<file path="src/rtl/srl_tap_window.sv">
// -----------------------------------------------------------------------------
// srl_tap_window
//
// Tap window feeding the FIR bank. An asynchronous sample strobe is
// synchronised and edge-detected. Each accepted offset-binary sample is
// converted to two's complement and decimated. Kept samples shift into an
// NUM_TAPS-deep window. The block keeps a running signed sum of the window and
// offers every full window to the FIRs through a ready/start handshake.
//
// Build option:
//   SRL_TAP_WINDOW_SUM_EN  defined   -> running-sum adder present, o_sum valid
//                          undefined -> no adder, o_sum tied to 0
//
// Ports:
//   clk            system clock
//   rst_n          asynchronous active-low reset
//   i_value        offset-binary sample, stable >=4 clk after i_data_clk rises
//   i_data_clk     asynchronous sample strobe, rising edge = new sample
//   i_decim        keep 1 of every (i_decim+1) accepted samples (quasi-static)
//   i_clear        synchronous flush of window, sum, counters and overrun
//   i_fir_ready    FIRs idle and able to start a calculation
//   o_start_calc   one-cycle start pulse to the FIRs
//   o_taps         window, newest sample in the least significant element
//   o_sum          signed sum of all taps
//   o_window_full  NUM_TAPS samples shifted in since reset/clear
//   o_overrun      sticky: a full window was replaced before the FIRs took it
// -----------------------------------------------------------------------------
module srl_tap_window #(
    parameter int BITS_PER_ELEM = 8,
    parameter int NUM_TAPS      = 9,
    parameter int DECIM_W       = 4,
    localparam int SUM_W        = BITS_PER_ELEM + $clog2(NUM_TAPS) + 1
) (
    input  logic                               clk,
    input  logic                               rst_n,
    input  logic [BITS_PER_ELEM-1:0]           i_value,
    input  logic                               i_data_clk,
    input  logic [DECIM_W-1:0]                 i_decim,
    input  logic                               i_clear,
    input  logic                               i_fir_ready,
    output logic                               o_start_calc,
    output logic [BITS_PER_ELEM*NUM_TAPS-1:0]  o_taps,
    output logic signed [SUM_W-1:0]            o_sum,
    output logic                               o_window_full,
    output logic                               o_overrun
);

    localparam int B      = BITS_PER_ELEM;
    localparam int FILL_W = $clog2(NUM_TAPS + 1);

    typedef enum logic [1:0] {
        IDLE = 2'd0,
        PEND = 2'd1,
        FIRE = 2'd2
    } state_t;

    // ------------------------------------------------------------------
    // Strobe synchroniser and edge detect.
    // Bits [1:0] are the metastability pair. Bit [2] is the delayed copy
    // used for rising-edge detection. accept_reg is high in the third
    // cycle after the strobe rises. The converted sample is captured in
    // the same cycle, while i_value is guaranteed stable.
    // ------------------------------------------------------------------
    logic [2:0]          sync_reg;
    logic                accept_reg;
    logic signed [B-1:0] elem_reg;
    logic                rise_det;

    assign rise_det = sync_reg[1] & ~sync_reg[2];

    always_ff @(posedge clk or negedge rst_n) begin
        if (!rst_n) begin
            sync_reg   <= '0;
            accept_reg <= 1'b0;
            elem_reg   <= '0;
        end else begin
            sync_reg   <= {sync_reg[1:0], i_data_clk};
            accept_reg <= rise_det;
            if (rise_det) begin
                // Offset binary to two's complement: invert the MSB.
                elem_reg <= {~i_value[B-1], i_value[B-2:0]};
            end
        end
    end

    // ------------------------------------------------------------------
    // Decimation. The >= comparison also recovers cleanly if i_decim is
    // lowered below the current count; otherwise it behaves like ==.
    // ------------------------------------------------------------------
    logic [DECIM_W-1:0] dcnt_reg;
    logic               keep;
    logic               shift;

    assign keep  = accept_reg && (dcnt_reg >= i_decim);
    // A clear in the same cycle drops the sample.
    assign shift = keep && !i_clear;

    always_ff @(posedge clk or negedge rst_n) begin
        if (!rst_n) begin
            dcnt_reg <= '0;
        end else if (i_clear) begin
            dcnt_reg <= '0;
        end else if (accept_reg) begin
            dcnt_reg <= keep ? '0 : dcnt_reg + DECIM_W'(1);
        end
    end

    // ------------------------------------------------------------------
    // Tap shift register; element 0 holds the newest sample.
    // ------------------------------------------------------------------
    logic signed [B-1:0] taps_reg [NUM_TAPS];

    always_ff @(posedge clk or negedge rst_n) begin
        if (!rst_n) begin
            taps_reg[0] <= '0;
        end else if (i_clear) begin
            taps_reg[0] <= '0;
        end else if (shift) begin
            taps_reg[0] <= elem_reg;
        end
    end

    for (genvar gi = 1; gi < NUM_TAPS; gi++) begin : g_tap
        always_ff @(posedge clk or negedge rst_n) begin
            if (!rst_n) begin
                taps_reg[gi] <= '0;
            end else if (i_clear) begin
                taps_reg[gi] <= '0;
            end else if (shift) begin
                taps_reg[gi] <= taps_reg[gi-1];
            end
        end
    end

    for (genvar gi = 0; gi < NUM_TAPS; gi++) begin : g_pack
        assign o_taps[gi*B +: B] = taps_reg[gi];
    end

    // ------------------------------------------------------------------
    // Fill counter and window-full flag.
    // ------------------------------------------------------------------
    logic [FILL_W-1:0] fill_reg;
    logic              full_reg;
    logic              fills_window;

    // True when this shift leaves (or keeps) the window full.
    assign fills_window = (fill_reg >= FILL_W'(NUM_TAPS - 1));

    always_ff @(posedge clk or negedge rst_n) begin
        if (!rst_n) begin
            fill_reg <= '0;
            full_reg <= 1'b0;
        end else if (i_clear) begin
            fill_reg <= '0;
            full_reg <= 1'b0;
        end else if (shift) begin
            if (fill_reg != FILL_W'(NUM_TAPS)) begin
                fill_reg <= fill_reg + FILL_W'(1);
            end
            full_reg <= fills_window;
        end
    end

    assign o_window_full = full_reg;

    // ------------------------------------------------------------------
    // Running sum. The discarded oldest tap is still zero while the
    // window fills, so no special case is needed. SUM_W covers
    // NUM_TAPS * min(elem), so no saturation is required.
    // ------------------------------------------------------------------
`ifdef SRL_TAP_WINDOW_SUM_EN
    logic signed [SUM_W-1:0] sum_reg;
    logic signed [SUM_W-1:0] elem_sx;
    logic signed [SUM_W-1:0] oldest_sx;

    assign elem_sx   = {{(SUM_W-B){elem_reg[B-1]}}, elem_reg};
    assign oldest_sx = {{(SUM_W-B){taps_reg[NUM_TAPS-1][B-1]}}, taps_reg[NUM_TAPS-1]};

    always_ff @(posedge clk or negedge rst_n) begin
        if (!rst_n) begin
            sum_reg <= '0;
        end else if (i_clear) begin
            sum_reg <= '0;
        end else if (shift) begin
            sum_reg <= sum_reg + elem_sx - oldest_sx;
        end
    end

    assign o_sum = sum_reg;
`else
    assign o_sum = '0;
`endif

    // ------------------------------------------------------------------
    // Handshake FSM: state register / next-state logic / output register.
    // ------------------------------------------------------------------
    state_t state_reg;
    state_t state_next;
    logic   start_reg;
    logic   start_next;
    logic   overrun_reg;

    always_ff @(posedge clk or negedge rst_n) begin
        if (!rst_n) begin
            state_reg <= IDLE;
        end else begin
            state_reg <= state_next;
        end
    end

    always_comb begin
        state_next = state_reg;
        unique case (state_reg)
            IDLE: if (shift && fills_window) state_next = PEND;
            // A new shift while pending keeps us pending. The FIRs then
            // receive the newest window once they become ready.
            PEND: if (!shift && i_fir_ready) state_next = FIRE;
            FIRE: state_next = shift ? PEND : IDLE;
            default: state_next = IDLE;
        endcase
        if (i_clear) begin
            state_next = IDLE;
        end
    end

    // The start pulse is registered so that it coincides exactly with
    // the FIRE state.
    always_comb begin
        start_next = (state_next == FIRE);
    end

    always_ff @(posedge clk or negedge rst_n) begin
        if (!rst_n) begin
            start_reg   <= 1'b0;
            overrun_reg <= 1'b0;
        end else begin
            start_reg <= start_next;
            if (i_clear) begin
                overrun_reg <= 1'b0;
            end else if (shift && state_reg == PEND) begin
                overrun_reg <= 1'b1;
            end
        end
    end

    assign o_start_calc = start_reg;
    assign o_overrun    = overrun_reg;

endmodule

</file>
<file path="config.mk">
export PLATFORM = sky130hd
export DESIGN_NAME = srl_tap_window
export DESIGN_NICKNAME = d
export VERILOG_FILES = /design/src/rtl/srl_tap_window.sv
export SDC_FILE = /design/constraint.sdc
export NUM_CORES = 1
export LEC_CHECK = 0
export BUFFER_PORTS_ARGS = -buffer_cell sky130_fd_sc_hd__buf_4
export CAP_MARGIN = 15
export CORE_MARGIN = 10
export CORE_UTILIZATION = 35
export CTS_CLUSTER_DIAMETER = 30
export CTS_CLUSTER_SIZE = 8
export DETAILED_ROUTE_END_ITERATION = 12
export GPL_ROUTABILITY_DRIVEN = 0
export PLACE_DENSITY = 0.58
export SLEW_MARGIN = 20
export SYNTH_ARGS = -nofsm -noshare
export SYNTH_HDL_FRONTEND = slang
export SYNTH_SLANG_ARGS = --single-unit
</file>
<file path="constraint.sdc">
create_clock -name clk -period 3 [get_ports clk]
set_input_delay 0.9 -clock clk [delete_from_list [all_inputs] [get_ports clk]]
set_output_delay 0.9 -clock clk [all_outputs]
set_load 0.01 [all_outputs]
</file>
==> reports/qor.yml, run 1 <==
clock_network:
  clkTransAtPathRegs_ns: 0.06
  cts_resized: 0
  clockBufferDepth: 2
  clock_tree_from_tritoncts: "done"
  postCtsSetupRepairBufs: 0
  clock_sink_count: 97
  worst_skew_pair.late_latency_ns: 0.34
  htree_num_levels: 3
  postCtsHoldBufs: 0
  cts-root-buf: "clkbuf_16"
  cts_inserted_buffers: 9
detailed_routing:
  detail_route.iter0.violations: 175
  drc: 0
  vias_per_cell: 4.471
  route.final.wire_length_um: 9406
  routed_wire_length_per_instance_um: 15.03
  antenna_left: 0
  via_count: 2799
  count_of_tritonroute_iterations_in_the_first_routing_pass: 4
place:
  port_buffers: 91
  placedInstanceArea_sq_mm: 0.005261
  dp_hpwl_um: 6669
global_routing:
  grt_antenna_before_repair: 0
  first_global_vias: 2895
  grt_pass1_wl_um: 15690
  globalRouteOverflowTotal: 0
  grt_start_max_net_pins: 95
  track_usage_pct: 10.95
logic_synthesis:
  synth.top_cells.by_count: "97 x dfrtp_1, 89 x nand2b_1, 75 x mux2i_1, 17 x buf_4, 13 x clkbuf_1"
  synthMuxAreaShare_pct: 18.69
  synth_area_leaders: "dfrtp_1 55%, mux2i_1 17%, nand2b_1 13%"
  synth_seq_cells: 97
  synth_edf_count: 0
  netlist.area_leader.share_pct: 54.69
  seq_area_frac_synth_pct: 54.69
  combinational_family_with_the_most_area_after_synthesis: "multiplexers"
  synthArstFlopShare_pct: 100.0
  synth_fa_ha_area_share_pct: 2.255
  prevailing_post_synth_register_cell: "dfrtp_1"
  postSynthCellCount: 365
  synth.lib_cells_used.distinct: 31
  ys.warnings.count: 0
  post_synth_and_or_nand_nor_area_fraction_pct: 15.84
  synth.avg_cell_area_sq_um: 12.16
  post_synthesis_cell_type_with_the_largest_combined_area: "dfrtp_1"
  yosysMostFrequentCell: "dfrtp_1"
  synthXorXnorAreaFrac_pct: 0
  synth_compound_gate_area_share_pct: 2.988
  syn-cell-area_sq_mm: 0.004438
floorplan:
  core_sq_mm: 0.01252
  initial_utilization_pct: 35.46
  ios: 105
  die_x_um: 132.6
  floorplan.die_area_sq_mm: 0.01758
  die_h_um: 132.6
  rows: 41
hold_path:
  worst_hold_startpoint: "sync_reg[0]"
  hold_path_end: "sync_reg[1]"
  worst_hold_path.num_cells: 0
  holdCritPathClass: "flop to flop"
sta:
  timing.hold.ws_ns: 0.3478
  slew_headroom_pct: 46.48
  worstMarginPinSlew_ns: 0.8011
  fin_crit_ns: 2.099
  finalHoldViolations: 0
  finalCritPeriodShare_pct: 69.98
  unrepaired_setup_endpoints_after_global_routing: "no"
  fmax_mhz: 476.3
  setup_viols_final: 0
  fin_tns_setup_ns: 0
  final.setup_skew_ns: 0.008919
  maxSlewViolCount: 0
setup_path:
  reg2reg_depth: 6
  timing.rr.start: "dcnt_reg[0]"
  setup.worst_path.class: "input port to flop"
  path_cells: "buf_4 > inv_1 > ha_1 > clkinv_1 > o21a_1 > or4_1 > a21oi_1"
  r2r_end: "fill_reg[0]"
  worst_path_largest_cell_delay_ns: 0.55
  crit_path_top_delay_cell: "or4_1"
  crit_path_start_kind: "input port"
  worst_ep_required_time_ns: 3.26
  arr_time_crit_path_ns: 2.36
  r2r_setup_slack_ns: 1.10
  setup.worst_path.end_class: "flop"
  critical_path.max_fanout: 12
  worst_setup_path_startpoint: "i_decim[1]"
finish:
  layout-drive-gt1-share_pct: 26.87
  layout.cell_area.non_filler_sq_mm: 0.005589
  final_nets: 474
  num_antenna_cells: 0
  final_util_pct: 44.65
  fillerInstances: 1206
  largest_register_ff_count: 72
  synthToLayoutAreaGrowth_pct: 25.94
power_and_ir_drop:
  power_per_cell_area_mw_per_mm2: 492.5
  max-vdd-ir-drop_uv: 215.5
  leakage_power_nw: 2.993
status:
  outcome: "finished clean"
run:
  cap_viol_max_count: 0
[final cells by class]
type	instances	area [sq um]	area share (%)
Multi-Input combinational cell	236	1827	32.68
Sequential cell	97	2427	43.43
Tap cell	172	215.2	3.850
Inverter	9	33.78	0.6044
Timing Repair Buffer	96	758.2	13.57
Clock buffer	10	239.0	4.276
Clock inverter	6	88.84	1.589
[layout by cell type (no fill, tap or decap), types with 3 or more instances in the layout]
cell type / count
clkbuf_16: 9
buf_12: 3
nor3b_1: 3
inv_1: 8
dfrtp_1: 97
o31ai_1: 5
buf_4: 93
nand2b_1: 89
mux2_2: 7
or4_1: 4
conb_1: 13
mux2i_1: 75
a21oi_1: 9
ha_1: 8
[per-layer routing]
metal  track usage, %  part of all wire (%)  up-vias
met5                0                     0        -
met4            4.829                   1.9        0
met3            5.110                   9.0       13
met2            15.10                    41       86
met1            14.24                    48     1304
li1                 -                     -     1396
[metrics by stage]
step	setup WS (ns)	power, mW	std cells
finish	0.9006	2.753	626
global route	0.7648	2.879	626
CTS	0.9215	2.798	626
detailed placement	0.5520	1.538	610
global placement	0.5976	1.533	610
floorplan	0.7222	1.483	377
[logic make-up (layout without fill, tap and decap cells)]
family | Yosys count | count (layout)
simple gates | 111 | 111
buf+inv | 44 | 121
flops | 97 | 97
compound gates | 22 | 22
other cells | 1 | 13
fa+ha+maj | 8 | 8
mux | 82 | 82
[worst max-delay path by stage]
stage	end	slack, ns
final	fill_reg[0]	0.90
after global routing	o_taps[50]	0.76
after CTS	o_taps[35]	0.92
after detailed placement	o_taps[35]	0.55
after global placement	o_taps[58]	0.60
after floorplan	fill_reg[3]	0.72
[report_power, final]
part	switching, mW	internal, mW	leakage, nW
Combinational	0.0911	0.0731	1.51
Sequential	0.0153	1.33	1.33
Clock	0.489	0.754	0.155
[worst max-delay path, delay by kind of cell]
family | cells | cell delay [ns]
buf+inv | 3 | 0.17
simple gates | 1 | 0.55
fa+ha+maj | 1 | 0.27
compound gates | 2 | 0.46
(Power assumes the default switching activity.)
==> inputs of run 2 (changes only) <==
==> constraint.sdc (replaced) <==
create_clock -name clk -period 2 [get_ports clk]
set_input_delay 0.6 -clock clk [delete_from_list [all_inputs] [get_ports clk]]
set_output_delay 0.6 -clock clk [all_outputs]
set_load 0.01 [all_outputs]
==> run 2 against run 1 <==
Combinational power is 70% higher. Core utilization is 0.83 points higher. Sequential power is 50% higher. Sequential share of layout area is 0.79 points lower. Global-route usage is 0.55 points higher. Clock-buffer cell count is 2 higher. Design area is 1.9% higher. Highest routed layer unchanged. Clock skew is 0.0028 ns lower. Worst hold slack worse by 0.14 ns. First-iteration DRC count is 4.6% lower. Sequential cell count stayed put.
==> reports/qor.yml, run 2 (same netlist as run 1, synthesis figures left out) <==
clock_network:
  cts_inserted_buffers: 9  # unchanged
  worst_skew_pair.late_latency_ns: 0.34  # about the same
  clkTransAtPathRegs_ns: 0.06  # about the same
  clock_tree_from_tritoncts: "done"  # unchanged
  cts-root-buf: "clkbuf_16"  # unchanged
  clockBufferDepth: 2  # unchanged
  htree_num_levels: 3  # unchanged
  clock_sink_count: 97  # unchanged
status:
  outcome: "finished clean"  # unchanged
sta:
  finalHoldViolations: 0  # unchanged
  fin_crit_ns: 1.805
  setup_viols_final: 0  # unchanged
  timing.hold.ws_ns: 0.2041  # was 0.3478 ns
  final.setup_skew_ns: 0.006082  # was 0.008919 ns
  fmax_mhz: 554.1
  maxSlewViolCount: 0  # unchanged
  finalCritPeriodShare_pct: 90.23
  unrepaired_setup_endpoints_after_global_routing: "no"  # unchanged
  worst_slack_ns: 0.1954  # was 0.9006 ns
floorplan:
  initial_utilization_pct: 35.46  # unchanged
  rows: 41  # unchanged
  core_sq_mm: 0.01252  # unchanged
  die_x_um: 132.6  # unchanged
  die_h_um: 132.6  # unchanged
  ios: 105  # unchanged
  floorplan.die_area_sq_mm: 0.01758  # unchanged
detailed_routing:
  vias_per_cell: 4.526  # was 4.471
  detail_route.iter0.violations: 167  # was 175
  route.final.wire_length_um: 9968  # was 9406 um
  drc: 0  # unchanged
  antenna_left: 0  # unchanged
  via_count: 2883  # was 2799
  routed_wire_length_per_instance_um: 15.65  # was 15.03 um
  count_of_tritonroute_iterations_in_the_first_routing_pass: 4  # unchanged
finish:
  layout-drive-gt1-share_pct: 28.82  # was 26.87%
  num_antenna_cells: 0  # unchanged
  final_nets: 487  # was 474
  layout_commonest_cell: "buf_4"  # was dfrtp_1
  synthToLayoutAreaGrowth_pct: 28.28  # was 25.94%
  largest_register_ff_count: 72  # unchanged
  commonest_cells_after_routing_fill_and_taps_aside: "104 x buf_4, 97 x dfrtp_1, 89 x nand2b_1, 75 x mux2i_1, 13 x conb_1"  # was 97 x dfrtp_1, 93 x buf_4, 89 x nand2b_1, 75 x mux2i_1, 13 x conb_1
  final_util_pct: 45.48  # was 44.65%
run:
  cap_viol_max_count: 0  # unchanged
setup_path:
  reg2reg_depth: 6  # unchanged
  setup.worst_path.class: "flop to flop"  # was input port to flop
  worst_setup_path_endpoint: "fill_reg[0]"  # unchanged
  timing.rr.start: "dcnt_reg[0]"  # unchanged
  r2r_end: "fill_reg[0]"  # unchanged
  crit_path_start_kind: "flop"  # was input port
  setup.worst_path.end_class: "flop"  # unchanged
  critical_path.max_fanout: 7  # was 12
  worst_setup_path_startpoint: "dcnt_reg[0]"  # was i_decim[1]
  arr_time_crit_path_ns: 2.07  # was 2.36 ns
  worst_ep_required_time_ns: 2.26  # was 3.26 ns
  r2r_setup_slack_ns: 0.20  # was 1.10 ns
global_routing:
  grt_antenna_before_repair: 0  # unchanged
  track_usage_pct: 11.50  # was 10.95%
  grt_pass1_wl_um: 16340  # was 15690 um
  grt_start_max_net_pins: 49  # was 95
  first_global_vias: 3066  # was 2895
  globalRouteOverflowTotal: 0  # unchanged
power_and_ir_drop:
  power_per_cell_area_mw_per_mm2: 713.6  # was 492.5 mW/mm^2
  max-vdd-ir-drop_uv: 388.0  # was 215.5 uV
  leakage_power_nw: 3.054  # was 2.993 nW
hold_path:
  holdCritPathClass: "input port to asynchronous set/reset pin"  # was flop to flop
place:
  dp_hpwl_um: 7294  # was 6669 um
  worst_setup_slack_before_clock_tree_synthesis_ns: -0.05561  # was 0.5520 ns
  port_buffers: 91  # unchanged
## run 2: stage by stage
step | power, mW | instances | cell area, sq um | setup TNS, ns
final | 4.062 | 637 | 5693 | 0
after global routing | 4.232 | 637 | 5693 | 0
after CTS | 4.129 | 637 | 5688 | 0
after detailed placement | 2.339 | 623 | 5384 | -1.384
after global placement | 2.330 | 623 | 5384 | -0.05861
after floorplan | 2.224 | 377 | 4483 | 0
## run 2: routing by layer
metal,vias to the layer above,global-route usage (%),routed length (um)
li1,1417,-,-
met3,11,5.185,868
met4,0,4.645,146
met2,91,16.71,4355
met1,1364,14.51,4597
met5,-,0,0
## run 2: area by class of cell
| class | instances | area [sq um] |
|---|---|---|
| clock inverters | 2 | 37.54 |
| fillers | 1211 | 6824 |
| well taps | 172 | 215.2 |
| flip-flops and latches | 97 | 2427 |
| clock buffers | 12 | 266.5 |
| repair buffers | 109 | 880.8 |
| inverters | 9 | 33.78 |
| multi-input cells | 236 | 1832 |
## run 2: worst min-delay path by stage
stage                     cells past startpoint  slack (ns)           to        start
after floorplan                               0        0.30   accept_reg        rst_n
after CTS                                     1        0.21   o_taps[15]        rst_n
after detailed placement                      0        0.34  sync_reg[1]  sync_reg[0]
after global placement                        0        0.34  sync_reg[1]  sync_reg[0]
after global routing                          1        0.22  elem_reg[7]        rst_n
final                                         1        0.20  elem_reg[7]        rst_n
## run 2: report_power, final
| part | total [mW] | internal [mW] | leakage [nW] | switching [mW] |
|---|---|---|---|---|
| clock network | 1.77 | 1.06 | 0.147 | 0.709 |
| registers | 2.02 | 2.00 | 1.33 | 0.0223 |
| logic | 0.278 | 0.131 | 1.58 | 0.147 |
| total | 4.06 | 3.18 | 3.05 | 0.878 |
## run 2: repair_timing
item	CTS	global route
setup buffers	0	0
hold buffers	0	0
resized for setup	0	1
setup endpoints to repair	0	1
## run 2: critical path: stages, from the launching register on
cell and delay [ns]:
dfrtp_1 0.39, inv_1 0.07, ha_1 0.31, nor2b_4 0.05, o21a_1 0.23, or4_1 0.52
a21oi_1 0.16
